`src/rtl/cpu_pkg.sv`:
```
// Shared types and constants for the data-memory access path.
// State encoding, fault causes and load/store funct3 codes.
package cpu_pkg;

    typedef enum logic [1:0] {
        S_IDLE,
        S_REQ,
        S_RESP,
        S_DONE
    } dm_state_e;

    localparam logic [1:0] FC_NONE     = 2'b00;
    localparam logic [1:0] FC_MISALIGN = 2'b01;
    localparam logic [1:0] FC_TIMEOUT  = 2'b10;
    localparam logic [1:0] FC_ILLEGAL  = 2'b11;

    localparam logic [2:0] F3_B  = 3'd0;
    localparam logic [2:0] F3_H  = 3'd1;
    localparam logic [2:0] F3_W  = 3'd2;
    localparam logic [2:0] F3_BU = 3'd4;
    localparam logic [2:0] F3_HU = 3'd5;

endpackage

```
`src/rtl/dmem_lane_fmt.sv`:
```
// Combinational lane formatting: store byte enables/replication,
// load extraction/extension, and access legality flags.
module dmem_lane_fmt
    import cpu_pkg::*;
(
    input  logic        is_load,
    input  logic        is_store,
    input  logic [2:0]  funct3,
    input  logic [1:0]  off,
    input  logic [31:0] wdata,
    input  logic [31:0] rdata,
    output logic [3:0]  be,
    output logic [31:0] st_data,
    output logic [31:0] ld_data,
    output logic        misalign,
    output logic        illegal
);

    logic [31:0] shifted;
    logic [7:0]  byte_s;
    logic [15:0] half_s;

    always_comb begin
        shifted  = rdata >> {off, 3'b000};
        byte_s   = shifted[7:0];
        half_s   = off[1] ? rdata[31:16] : rdata[15:0];
        be       = 4'b1111;
        st_data  = wdata;
        ld_data  = rdata;
        misalign = 1'b0;
        illegal  = 1'b0;

        if (is_load && is_store) begin
            illegal = 1'b1;
        end else if (is_load) begin
            illegal = (funct3 == 3'd3) || (funct3 == 3'd6) || (funct3 == 3'd7);
        end else if (is_store) begin
            illegal = (funct3 >= 3'd3);
        end

        case (funct3[1:0])
            2'b01:   misalign = off[0];
            2'b10:   misalign = (off != 2'b00);
            default: misalign = 1'b0;
        endcase

        if (is_store) begin
            case (funct3)
                F3_B: begin
                    be      = 4'b0001 << off;
                    st_data = {4{wdata[7:0]}};
                end
                F3_H: begin
                    be      = 4'b0011 << off;
                    st_data = {2{wdata[15:0]}};
                end
                default: begin
                    be      = 4'b1111;
                    st_data = wdata;
                end
            endcase
        end

        case (funct3)
            F3_B:    ld_data = {{24{byte_s[7]}}, byte_s};
            F3_BU:   ld_data = {24'h0, byte_s};
            F3_H:    ld_data = {{16{half_s[15]}}, half_s};
            F3_HU:   ld_data = {16'h0, half_s};
            default: ld_data = rdata;
        endcase
    end

endmodule

```
`src/rtl/dmem_access_ctrl.sv`:
```
// Sequences core loads/stores against a variable-latency data memory,
// stalling the core while an access is in flight and reporting faults.
module dmem_access_ctrl
    import cpu_pkg::*;
#(
    parameter int unsigned TIMEOUT_CYC = 64
) (
    input  logic        clk,
    input  logic        reset,
    input  logic        mem_read,
    input  logic        mem_write,
    input  logic [2:0]  funct3,
    input  logic [31:0] addr,
    input  logic [31:0] wdata,
    output logic        stall,
    output logic [31:0] load_data,
    output logic        load_valid,
    output logic        fault,
    output logic [1:0]  fault_cause,
    output logic        dm_req,
    output logic        dm_we,
    output logic [31:0] dm_addr,
    output logic [3:0]  dm_be,
    output logic [31:0] dm_wdata,
    input  logic        dm_ready,
    input  logic        dm_rvalid,
    input  logic [31:0] dm_rdata
);

    localparam logic [7:0] CNT_LAST = 8'(TIMEOUT_CYC - 1);

    dm_state_e   state_q, state_d;
    logic [7:0]  cnt_q, cnt_d;
    logic [31:0] addr_q, addr_d;
    logic [2:0]  f3_q, f3_d;
    logic [31:0] wdata_q, wdata_d;
    logic        is_ld_q, is_ld_d;
    logic [1:0]  cause_q, cause_d;
    logic [31:0] ld_data_q, ld_data_d;

    logic        idle;
    logic        fmt_ld, fmt_st;
    logic [2:0]  fmt_f3;
    logic [1:0]  fmt_off;
    logic [3:0]  fmt_be;
    logic [31:0] fmt_st_data, fmt_ld_data;
    logic        fmt_mis, fmt_ill;

    // In IDLE the formatter checks the live request; afterwards the latched one.
    assign idle    = (state_q == S_IDLE);
    assign fmt_ld  = idle ? mem_read : is_ld_q;
    assign fmt_st  = idle ? mem_write : !is_ld_q;
    assign fmt_f3  = idle ? funct3 : f3_q;
    assign fmt_off = idle ? addr[1:0] : addr_q[1:0];

    dmem_lane_fmt u_fmt (
        .is_load  (fmt_ld),
        .is_store (fmt_st),
        .funct3   (fmt_f3),
        .off      (fmt_off),
        .wdata    (wdata_q),
        .rdata    (dm_rdata),
        .be       (fmt_be),
        .st_data  (fmt_st_data),
        .ld_data  (fmt_ld_data),
        .misalign (fmt_mis),
        .illegal  (fmt_ill)
    );

    always_comb begin
        state_d   = state_q;
        cnt_d     = cnt_q;
        addr_d    = addr_q;
        f3_d      = f3_q;
        wdata_d   = wdata_q;
        is_ld_d   = is_ld_q;
        cause_d   = cause_q;
        ld_data_d = ld_data_q;

        unique case (state_q)
            S_IDLE: begin
                if (mem_read || mem_write) begin
                    is_ld_d = mem_read;
                    if (fmt_ill) begin
                        cause_d = FC_ILLEGAL;
                        state_d = S_DONE;
                    end else if (fmt_mis) begin
                        cause_d = FC_MISALIGN;
                        state_d = S_DONE;
                    end else begin
                        addr_d  = addr;
                        f3_d    = funct3;
                        wdata_d = wdata;
                        cause_d = FC_NONE;
                        cnt_d   = 8'd0;
                        state_d = S_REQ;
                    end
                end
            end
            S_REQ: begin
                cnt_d = cnt_q + 8'd1;
                // A store accepted on the limit cycle still completes.
                if (dm_ready && !is_ld_q) begin
                    state_d = S_DONE;
                end else if (cnt_q == CNT_LAST) begin
                    cause_d = FC_TIMEOUT;
                    state_d = S_DONE;
                end else if (dm_ready) begin
                    state_d = S_RESP;
                end
            end
            S_RESP: begin
                cnt_d = cnt_q + 8'd1;
                if (dm_rvalid) begin
                    ld_data_d = fmt_ld_data;
                    state_d   = S_DONE;
                end else if (cnt_q == CNT_LAST) begin
                    cause_d = FC_TIMEOUT;
                    state_d = S_DONE;
                end
            end
            S_DONE: begin
                state_d = S_IDLE;
            end
        endcase
    end

    always_ff @(posedge clk) begin
        if (reset) begin
            state_q   <= S_IDLE;
            cnt_q     <= 8'd0;
            addr_q    <= 32'd0;
            f3_q      <= 3'd0;
            wdata_q   <= 32'd0;
            is_ld_q   <= 1'b0;
            cause_q   <= FC_NONE;
            ld_data_q <= 32'd0;
        end else begin
            state_q   <= state_d;
            cnt_q     <= cnt_d;
            addr_q    <= addr_d;
            f3_q      <= f3_d;
            wdata_q   <= wdata_d;
            is_ld_q   <= is_ld_d;
            cause_q   <= cause_d;
            ld_data_q <= ld_data_d;
        end
    end

    always_comb begin
        stall       = !reset && ((idle && (mem_read || mem_write))
                      || (state_q == S_REQ) || (state_q == S_RESP));
        dm_req      = (state_q == S_REQ);
        dm_we       = dm_req && !is_ld_q;
        dm_addr     = dm_req ? {addr_q[31:2], 2'b00} : 32'd0;
        dm_be       = dm_req ? fmt_be : 4'b0000;
        dm_wdata    = dm_we ? fmt_st_data : 32'd0;
        load_data   = ld_data_q;
        load_valid  = (state_q == S_DONE) && is_ld_q && (cause_q == FC_NONE);
        fault       = (state_q == S_DONE) && (cause_q != FC_NONE);
        fault_cause = fault ? cause_q : FC_NONE;
    end

endmodule

```
`config.mk`:
```
export PLATFORM = sky130hd
export DESIGN_NAME = dmem_access_ctrl
export DESIGN_NICKNAME = d
export VERILOG_FILES = /design/src/rtl/cpu_pkg.sv /design/src/rtl/dmem_lane_fmt.sv /design/src/rtl/dmem_access_ctrl.sv
export SDC_FILE = /design/constraint.sdc
export NUM_CORES = 1
export LEC_CHECK = 0
export BUFFER_PORTS_ARGS = -buffer_cell sky130_fd_sc_hd__buf_2
export CORE_MARGIN = 5
export CORE_UTILIZATION = 53
export CTS_BUF_LIST = sky130_fd_sc_hd__clkbuf_2 sky130_fd_sc_hd__clkbuf_4 sky130_fd_sc_hd__clkbuf_8
export DETAILED_ROUTE_END_ITERATION = 10
export GPL_ROUTABILITY_DRIVEN = 0
export HOLD_SLACK_MARGIN = 0.05
export PLACE_DENSITY = 0.83
export SKIP_CTS_REPAIR_TIMING = 1
export SLEW_MARGIN = 5
export SYNTH_ARGS = -nofsm -noshare
export SYNTH_HDL_FRONTEND = slang
export SYNTH_SLANG_ARGS = --single-unit
```
`constraint.sdc`:
```
create_clock -name clk -period 3.7 [get_ports clk]
set_clock_uncertainty 0.05 [all_clocks]
set_input_delay 0.555 -clock clk [delete_from_list [all_inputs] [get_ports clk]]
set_output_delay 0.555 -clock clk [all_outputs]
set_load 0.1 [all_outputs]
```
* Word level (Yosys, flattened, before mapping)
Index checks and enable logic that the tools add are counted.
** Word-level totals
- Register bits after elaboration :: 112
- Logic and storage cells :: 101
** Cells by class
- Add/subtract/negate cells :: 1
- Order comparisons :: 1
- Equal/unequal tests :: 19
- Shift-type cells :: 3
- Mux-type cells :: 38
- Bitwise operators :: 2
- Reduce and logical (&&, ||, !) cells :: 29
** Operators by type and width (number)
- 32-bit one-hot mux with 4 select lines :: 1
- 32-bit two-way mux :: 3
- 32-bit one-hot mux with 2 select lines :: 1
- 32-bit by 5-bit >> shifter with 8-bit output :: 1
- 2-bit two-way mux :: 15
- 8-bit two-way mux :: 3
- 16-bit two-way mux :: 1
- 8-bit one-hot mux with 2 select lines :: 1
- 3-bit == test, second input constant :: 4
- 4-bit AND reduction :: 3
- 8-bit by 1-bit adder with 8-bit output, second input constant :: 1
- 8-bit by 6-bit == test with 1-bit output, second input constant :: 1
- 1-bit logical AND :: 8
- 4-bit two-way mux :: 2
- 2-bit inequality test, second input constant :: 4
- 2-bit one-hot mux with 4 select lines :: 1
- 4-bit one-hot mux with 2 select lines :: 1
- 2-bit == test, second input constant :: 3
- 1-bit two-way mux :: 6
- 2-bit one-hot mux with 3 select lines :: 1
- 2-bit nonzero test :: 3
- 1-bit logical OR :: 5
- 2-bit by 1-bit == test with 1-bit output, second input constant :: 2
- 2-bit zero test :: 2
- other kinds (17) :: 20

* Depth between registers and ports, before layout
Gate-level depths: netlist of run 1.
- Depth after elaboration :: 10
- Depth in mapped cells :: 15
- Depth with buffers taken out :: 9

* Hierarchy
A second synthesis of run 1 with hierarchy kept.
** Second synthesis, totals
- Cells, all modules :: 819
- Area, all modules :: 6075.8 µm²
** Modules (own cells, without submodules)
- dmem_access_ctrl :: instances 1, cells each 625, area an instance 4785.8 µm²
- dmem_lane_fmt :: instances 1, cells each 194, area an instance 1290.0 µm²

* Worst setup path before layout of run 1
No wires, ideal clock.
- Kind :: flip-flop to output port
- From :: reg state_q[0]
- To :: out dm_wdata[30]
- Arrival time :: 3980 ps
- Slack :: -885 ps
- Cell stages (with the launch flop) :: 14
- Path buffers :: 5
- Cells stage by stage :: dfxtp_1 > inv_1 > ha_1 > buf_6 > buf_6 > mux2i_1 > clkbuf_1 > ha_1 > clkbuf_1 > clkbuf_1 > a22oi_1 > nor3_1 > a21oi_1 > nor2_1
** On the way
- Word-level cells in the longest chain between the ends :: 6
** Ends and longest elaborated chain
- start: declaration :: line dmem_access_ctrl.sv:32 : dm_state_e state_q, state_d;
- start signal: assignment :: line dmem_access_ctrl.sv:139 : state_q <= state_d;
- 2-bit zero test :: line dmem_access_ctrl.sv:50 : assign idle = (state_q == S_IDLE);
- 3-bit two-way mux :: line dmem_access_ctrl.sv:53 : assign fmt_f3 = idle ? funct3 : f3_q;
- 3-bit by 1-bit == test with 1-bit output / 3-bit zero test (equally long branches) :: line dmem_lane_fmt.sv:48 : case (funct3)
- 32-bit one-hot mux with 2 select lines :: line dmem_lane_fmt.sv:48
- 32-bit two-way mux :: line dmem_lane_fmt.sv:47 : if (is_store) begin
- 32-bit two-way mux (*) :: line dmem_access_ctrl.sv:157 : dm_wdata = dm_we ? fmt_st_data : 32'd0;
- end: declaration :: line dmem_access_ctrl.sv:24 : output logic [31:0] dm_wdata,
Mark *: on every way between the ends. The rest lies on a longest branch, timed or not.

* Worst setup path after layout of run 1
- From :: reg state_q[0]
- To :: out dm_wdata[10]
Same word-level chain as after synthesis.

==> results of run 1 <==
cells by family after synthesis:
| logic type | count (synthesis) |
|---|---|
| buffers and inverters | 104 |
| AO/OA/AOI/OAI | 260 |
| multiplexers | 25 |
| flip-flops | 112 |
| adder cells (fa/ha/maj) | 10 |
| other | 1 |
| AND/OR/NAND/NOR | 255 |
critical path, cell delays in order (launching register included):
cell     delay (ns)
dfxtp_1        0.36
inv_1          0.13
ha_2           0.24
mux2i_1        0.28
buf_4          0.25
ha_1           0.20
buf_4          0.28
nand2_1        0.18
nand2_2        0.24
a22oi_2        0.11
nor2_4         0.12
buf_12         0.18
per-layer routing:
metal | vias to the layer above | global-route usage
met2 | 365 | 0.441
met5 | - | 0
met3 | 40 | 0.0763
li1 | 3212 | -
met1 | 3229 | 0.349
met4 | 0 | 0.0992
sequential cells by signal (all words and copies together) (netlist names):
signal and cells:
cause_q 2, wdata_q 32, load_data 32, cnt_q 8
is_ld_q 1, f3_q 3, state_q 2, addr_q 32
metrics by stage:
stage / instance area (sq um) / power (mW) / hold WS (ns)
5_1_grt: 8130 / 8.10 / 0.323
4_1_cts: 8070 / 7.59 / 0.323
6_report: 8130 / 7.68 / 0.342
3_5_place_dp: 7890 / 6.90 / 0.405
3_3_place_gp: 7890 / 6.84 / 0.395
2_1_floorplan: 6460 / 5.79 / 0.394
cells in the final DEF (no fill, tap or decap), types with 4 or more instances in the layout:
cell type   instances
o22ai_1            17
a21oi_1            92
buf_4              23
or4_1               5
nor2_4             19
ha_1                8
a211oi_1            4
nor2_1             39
a2111oi_2           8
a21o_1              4
nand3_1             5
o32ai_1             9
o31ai_1            73
and2_1             41
nand2_1            15
a22oi_1             9
nand2b_1           10
mux2i_1            19
buf_2             183
inv_1              17
clkinvlp_4          4
o21ai_0             4
a22oi_2             7
dfxtp_1           112
clkbuf_8            9
nor2_2              7
buf_12             25
o21ai_1             4
nand4_1            69
a221oi_1            8
nor3_1             32
cell type report:
| class | instances | area [sq um] | share of cell area |
|---|---|---|---|
| Multi-Input combinational cell | 552 | 3860 | 0.474 |
| Sequential cell | 112 | 2240 | 0.276 |
| Timing Repair Buffer | 232 | 1600 | 0.196 |
| Tap cell | 143 | 179 | 0.0220 |
| Clock buffer | 9 | 124 | 0.0152 |
| Inverter | 19 | 71.3 | 0.00877 |
| Clock inverter | 7 | 56.3 | 0.00692 |
| Antenna cell | 3 | 7.51 | 0.000923 |
worst max-delay path by stage:
stage / from / to / cells after the start
2_1_floorplan: state_q[0]$_SDFFE_PP0P_ / dm_wdata[21] / 11
3_3_place_gp: state_q[0]$_SDFFE_PP0P_ / dm_wdata[14] / 11
3_5_place_dp: state_q[0]$_SDFFE_PP0P_ / dm_wdata[14] / 11
4_1_cts: state_q[0]$_SDFFE_PP0P_ / dm_wdata[14] / 11
5_1_grt: state_q[0]$_SDFFE_PP0P_ / dm_wdata[11] / 11
6_report: state_q[0]$_SDFFE_PP0P_ / dm_wdata[10] / 11
power by group through the flow:
stage | combinational [mW] | clock (mW) | sequential (mW)
6_report | 5.18 | 0.693 | 1.81
5_1_grt | 5.49 | 0.761 | 1.84
4_1_cts | 5.09 | 0.707 | 1.79
3_5_place_dp | 5.08 | 0 | 1.82
3_3_place_gp | 5.03 | 0 | 1.81
2_1_floorplan | 3.65 | 0 | 2.14
==> qor.csv, run 1 <==
stage,metric,value,unit
outcome,status,completed,
global_route,grt_pass1_wl,32400,um
pwr,seqPwrFrac,0.235,
place,dpl_worst_slack,0.356,ns
layout,drive_gt1_frac,0.340,
hold_path,whs_endpoint,wdata_q[19]$_SDFFE_PP0P_,
routing,wl_met1,8170,um
setup_path,timing.rr.end,wdata_q[27]$_SDFFE_PP0P_,
logic_synthesis,synth_fa_ha_area_frac,0.0198,
place,placedCellCount,1058,
logic_synthesis,synth_area_leaders,"dfxtp_1, o31ai_1, a21oi_1",
sta,relSlewSlack,0.463,
sta,postLayoutSetupSlackWorst,0.115,ns
job,maxCapViolations,0,
hold_path,min-delay-start,wdata[19],
floorplan,coreArea,11500,sq um
sta,max_freq,0.279,GHz
hold_path,hold_path.class,input port to flip-flop,
layout,final_nets,1041,
routing,ant_nets,0,
logic_synthesis,async_flop_share,0,
clocking,clkTransAtPathRegs,0.11,ns
global_route,grt_max_degree,69,
setup_path,startpoint_type,flip-flop,
sta,fin_crit,3.58,ns
sta,tns,0,ns
floorplan,die_w,119,um
logic_synthesis,syn_area,6300,sq um
layout,final_util,0.706,
global_route,overflow,0,
layout,areaGrowthSynthToFinish,29.0,%
setup_path,r2r_cells,11,
pwr,p_int,3.17,mW
pwr,power_density,944,nW/um^2
floorplan,io_pins,212,
sta,drv_slew,0,
logic_synthesis,synthXorXnorAreaFrac,0,
setup_path,r2r_start,state_q[0]$_SDFFE_PP0P_,
pwr,combPwrFrac,0.675,
logic_synthesis,synth_top_family_by_area,compound AO/OA/AOI/OAI gates,
routing,post-route-drc-count,0,
clocking,htreeDepth,3,
pwr,swShare,0.587,
routing,routed-wl-met2,9780,um
clocking,cts_tree,done,
logic_synthesis,synth_compound_area_frac,0.290,
clocking,clock_latency,0.39,ns
logic_synthesis,synth-edff-count,0,
routing,vias,6846,
logic_synthesis,syn_inst,767,
logic_synthesis,synth.top_cell.area_share,0.356,
clocking,cts-root-buf,clkbuf_8,
logic_synthesis,yosysSeqAreaShare,0.356,
place,io_buffers,209,
setup_path,critPathArrivalTime,2.98,ns
logic_synthesis,synth_top_area_cell,dfxtp_1,
logic_synthesis,synth_simple_gate_area_frac,0.219,
logic_synthesis,yosysWarnings,0,
floorplan,rows,39,
routing,drtIter0Drc,732,
global_route,track_usage,0.273,
sta,setup_viol,0,
floorplan,dieHeight,119,um
logic_synthesis,synth_cell_types,58,
floorplan,die-area,14200,sq um
sta,hold_viol,0,
logic_synthesis,synth-seq-cells,112,
logic_synthesis,syn_avg_cell_area,8.22,sq um
logic_synthesis,synth.most_common_cell,dfxtp_1,
logic_synthesis,yosys-top-cells-count,"dfxtp_1, a21oi_1, o31ai_1, nand4_1, nor2_1",
routing,wl_met3,2010,um
pwr,switchingPower,4.51,mW
sta,worst_pin_slew,0.804,ns
floorplan,initial_core_util,0.547,
pwr,p_clk_frac,0.090,
pwr,ir_drop,0.523,mV
setup_path,rrSetupSlack,0.41,ns
setup_path,path_max_fanout,22,
logic_synthesis,synthFlopType,dfxtp_1,
layout,instances_no_fill,1077,
setup_path,cp_data_required_time,3.09,ns
setup_path,path_class,flip-flop to output pin,
sta,fin_crit_sh,0.969,
clocking,cts_sinks,112,
layout,n_fill_cell,961,
routing,drt_first_pass_iters,5,
clocking,max-clock-path-buffers,2,
global_route,antenna_found_initial,2,
place,dp_hpwl,14000,um
pwr,p_leak,3.32,nW
setup_path,endpoint_kind,output pin,
routing,wire_per_inst,19.0,um
clocking,cts_buffers,9,
routing,routed.top_layer,met4,
hold_path,min_path_cells,3,
routing,vias_per_cell,6.36,
routing,finalWirelength,20400,um
logic_synthesis,yosys-mux-area-fraction,0.0429,
global_route,first_global_vias,6390,
No activity file was read; power rests on OpenSTA's default activity.
==> run 2: changes to the inputs <==
- CORE_UTILIZATION: 53 -> 52
- SYNTH_HIERARCHICAL: default -> 1
==> qor.csv, run 2 <==
stage,metric,value,unit,change
logic_synthesis,synth_area_leaders,"dfxtp_1, nand2_1, a21oi_1",,"was dfxtp_1, o31ai_1, a21oi_1"
pwr,power_density,937,nW/um^2,was 944 nW/um^2
clocking,cts_sinks,112,,unchanged
sta,rsz0062_at_grt,false,,
logic_synthesis,synthFlopType,dfxtp_1,,unchanged
job,maxCapViolations,0,,unchanged
logic_synthesis,synth_top_area_cell,dfxtp_1,,unchanged
floorplan,initial_core_util,0.532,,was 0.547
layout,drive_gt1_frac,0.271,,was 0.340
layout,final_cell_mix,"nand2_1, buf_2, dfxtp_1",,"was buf_2, dfxtp_1, a21oi_1"
clocking,clkTransAtPathRegs,0.11,ns,about the same
sta,hold_slack,0.353,ns,was 0.342 ns
sta,drv_slew,0,,unchanged
logic_synthesis,synth_simple_gate_area_frac,0.282,,was 0.219
logic_synthesis,synth.most_common_cell,nand2_1,,was dfxtp_1
setup_path,path_max_fanout,14,,was 22
global_route,grt.busiest_layer,met2,,unchanged
outcome,status,completed,,unchanged
routing,vias,6189,,"was 6,846"
logic_synthesis,synth-edff-count,0,,unchanged
global_route,overflow,0,,unchanged
sta,hold_viol,0,,unchanged
logic_synthesis,syn_inst,819,,was 767
routing,vias_per_cell,5.46,,was 6.36
layout,final_nets,1103,,"was 1,041"
routing,drtIter0Drc,501,,was 732
clocking,htreeDepth,3,,unchanged
logic_synthesis,synth_compound_area_frac,0.229,,was 0.290
sta,tns,0,ns,unchanged
logic_synthesis,syn_avg_cell_area,7.42,sq um,was 8.22 sq um
pwr,p_int,3.20,mW,was 3.17 mW
clocking,max-clock-path-buffers,2,,unchanged
logic_synthesis,yosys-mux-area-fraction,0.0297,,was 0.0429
place,dp_hpwl,13400,um,"was 14,000 um"
floorplan,die-area,13900,sq um,"was 14,200 sq um"
sta,fin_crit,3.54,ns,was 3.58 ns
setup_path,timing.rr.end,wdata_q[3]$_SDFFE_PP0P_,,was wdata_q[27]$_SDFFE_PP0P_
logic_synthesis,synth-seq-cells,112,,unchanged
logic_synthesis,yosysSeqAreaShare,0.369,,was 0.356
setup_path,r2r_start,state_q[1]$_SDFFE_PP0P_,,was state_q[0]$_SDFFE_PP0P_
pwr,combPwrFrac,0.657,,was 0.675
sta,setup_viol,0,,unchanged
pwr,seqPwrFrac,0.249,,was 0.235
setup_path,rrSetupSlack,0.44,ns,was 0.41 ns
floorplan,rows,39,,unchanged
logic_synthesis,synth_cell_types,62,,was 58
hold_path,min-delay-start,addr[30],,was wdata[19]
floorplan,dieHeight,118,um,was 119 um
logic_synthesis,synth.top_cell.area_share,0.369,,was 0.356
place,io_buffers,209,,unchanged
logic_synthesis,synth_fa_ha_area_frac,0.0247,,was 0.0198
hold_path,min_path_cells,3,,unchanged
setup_path,r2r_cells,13,,was 11
pwr,p_leak,3.30,nW,was 3.32 nW
setup_path,crit_path_max_incr_delay,0.39,ns,was 0.36 ns
logic_synthesis,yosysWarnings,6,,was 0
global_route,gr-usage-met1,0.315,,was 0.349
layout,final_util,0.665,,was 0.706
pwr,switchingPower,3.91,mW,was 4.51 mW
setup_path,cp_data_required_time,3.09,ns,about the same
hold_path,whs_endpoint,addr_q[30]$_SDFFE_PP0P_,,was wdata_q[19]$_SDFFE_PP0P_
pwr,swShare,0.550,,was 0.587
routing,finalWirelength,17800,um,"was 20,400 um"
logic_synthesis,async_flop_share,0,,unchanged
global_route,use_met2,0.386,,was 0.441
routing,wire_per_inst,15.7,um,was 19.0 um
layout,final_common_cell,nand2_1,,was buf_2
setup_path,slowest_stage,mux2_2,,was dfxtp_1
global_route,antenna_found_initial,3,,was 2
sta,fin_crit_sh,0.958,,was 0.969
logic_synthesis,yosys-top-cells-count,"nand2_1, dfxtp_1, a21oi_1, and2_1, clkbuf_1",,"was dfxtp_1, a21oi_1, o31ai_1, nand4_1, nor2_1"
clocking,clock_latency,0.38,ns,was 0.39 ns
global_route,first_global_vias,5975,,"was 6,390"
logic_synthesis,synth_top_family_by_area,simple AND/OR/NAND/NOR gates,,was compound AO/OA/AOI/OAI gates
layout,n_fill_cell,1002,,was 961
global_route,track_usage,0.248,,was 0.273
sta,worst_pin_slew,1.09,ns,was 0.804 ns
routing,drt_first_pass_iters,6,,was 5
global_route,grt_max_degree,71,,was 69
floorplan,die_w,118,um,was 119 um
routing,post-route-drc-count,0,,unchanged
setup_path,cp_cell_sequence,inv_1 -> ha_2 -> mux2_2 -> inv_1 -> ha_1 -> buf_6 -> and3b_1 -> nand2_2 -> a22o_1 -> and2_1 -> buf_12,,was inv_1 -> ha_2 -> mux2i_1 -> buf_4 -> ha_1 -> buf_4 -> nand2_1 -> nand2_2 -> a22oi_2 -> nor2_4 -> buf_12
routing,ant_nets,0,,unchanged
pwr,p_clk_frac,0.094,,was 0.090
setup_path,critPathArrivalTime,2.94,ns,was 2.98 ns
logic_synthesis,syn_area,6080,sq um,was 6300 sq um
floorplan,io_pins,212,,unchanged
clocking,cts_tree,done,,unchanged
sta,max_freq,0.282,GHz,was 0.279 GHz
logic_synthesis,synthXorXnorAreaFrac,0,,unchanged
layout,areaGrowthSynthToFinish,25.0,%,was 29.0%
setup_path,crit_start,state_q[1]$_SDFFE_PP0P_,,was state_q[0]$_SDFFE_PP0P_
setup_path,path_common_cell,inv_1,,was buf_4
setup_path,path_class,flip-flop to output pin,,unchanged
hold_path,hold_path.class,input port to flip-flop,,unchanged
setup_path,endpoint_kind,output pin,,unchanged
floorplan,coreArea,11400,sq um,"was 11,500 sq um"
global_route,grt_pass1_wl,29100,um,"was 32,400 um"
setup_path,startpoint_type,flip-flop,,unchanged
global_route,use_met3,0.0721,,was 0.0763
clocking,cts-root-buf,clkbuf_8,,unchanged
sta,relSlewSlack,0.274,,was 0.463
clocking,cts_buffers,9,,unchanged
pwr,ir_drop,0.583,mV,was 0.523 mV
==> run 2: cell count changes in the layout (fill, tap and decap cells not counted), sizes merged, moves of 10 or more <==
cell / delta
a2111oi: -10
a21oi: +14
and2: +28
buf: -12
mux2i: -17
nand2: +230
nand4: -65
nor2: -43
nor3: -28
o21a: +16
o21ai: +16
o22ai: -16
o31ai: -71
==> run 2: kinds of logic after synthesis <==
kind of cell | count (synthesis)
AO/OA/AOI/OAI | 218
adder cells (fa/ha/maj) | 12
buffers and inverters | 83
flip-flops | 112
multiplexers | 15
other | 1
AND/OR/NAND/NOR | 378
==> run 2: layer usage <==
metal	wire (um)	part of all wire
met1	7390	0.42
met2	8050	0.45
met4	566	0.032
met5	23	0.0013
met3	1740	0.098
==> run 2: area by class of cell <==
cell class | count | area (sq um) | share of cell area
clock buffer | 9 | 124 | 0.0163
clock inverter | 6 | 43.8 | 0.00577
inverter | 12 | 45.0 | 0.00593
sequential | 112 | 2240 | 0.295
timing repair buffer | 226 | 1500 | 0.197
tap | 143 | 179 | 0.0236
antenna | 1 | 2.50 | 0.000330
multi-input combinational | 625 | 3460 | 0.456
==> run 2: metrics by stage <==
stage | setup slack (ns) | power [mW] | area (sq um) | instances
after floorplan | 0.00838 | 5.44 | 6080 | 820
after global placement | 0.456 | 6.35 | 7390 | 1117
after detailed placement | 0.401 | 6.39 | 7390 | 1117
after CTS | -0.0117 | 7.07 | 7550 | 1132
after global routing | 0.00240 | 7.58 | 7590 | 1134
final | 0.157 | 7.11 | 7590 | 1134
==> run 2: critical path: cells and delay by family (launching register included) <==
kind,cells,cell delay [ns]
compound gates,1,0.24
fa+ha+maj,2,0.44
buf+inv,4,0.59
flops,1,0.37
mux,1,0.39
simple gates,3,0.54
==> run 2: how the worst max path moves through the flow <==
stage                         endpoint  slack (ns)  cells after the start
2_1_floorplan                    stall       0.008                      5
5_1_grt                   dm_wdata[12]       0.002                     11
3_3_place_gp              dm_wdata[30]        0.46                     10
4_1_cts                   dm_wdata[26]       -0.01                     10
3_5_place_dp   wdata_q[3]$_SDFFE_PP0P_        0.40                     13
6_report                  dm_wdata[12]        0.16                     11
==> run 2: power by group through the flow <==
stage	clock, mW	sequential (mW)	combinational (mW)
final	0.668	1.77	4.68
after global routing	0.734	1.81	5.04
after CTS	0.685	1.76	4.62
after detailed placement	0	1.79	4.60
after global placement	0	1.78	4.57
after floorplan	0	2.04	3.40
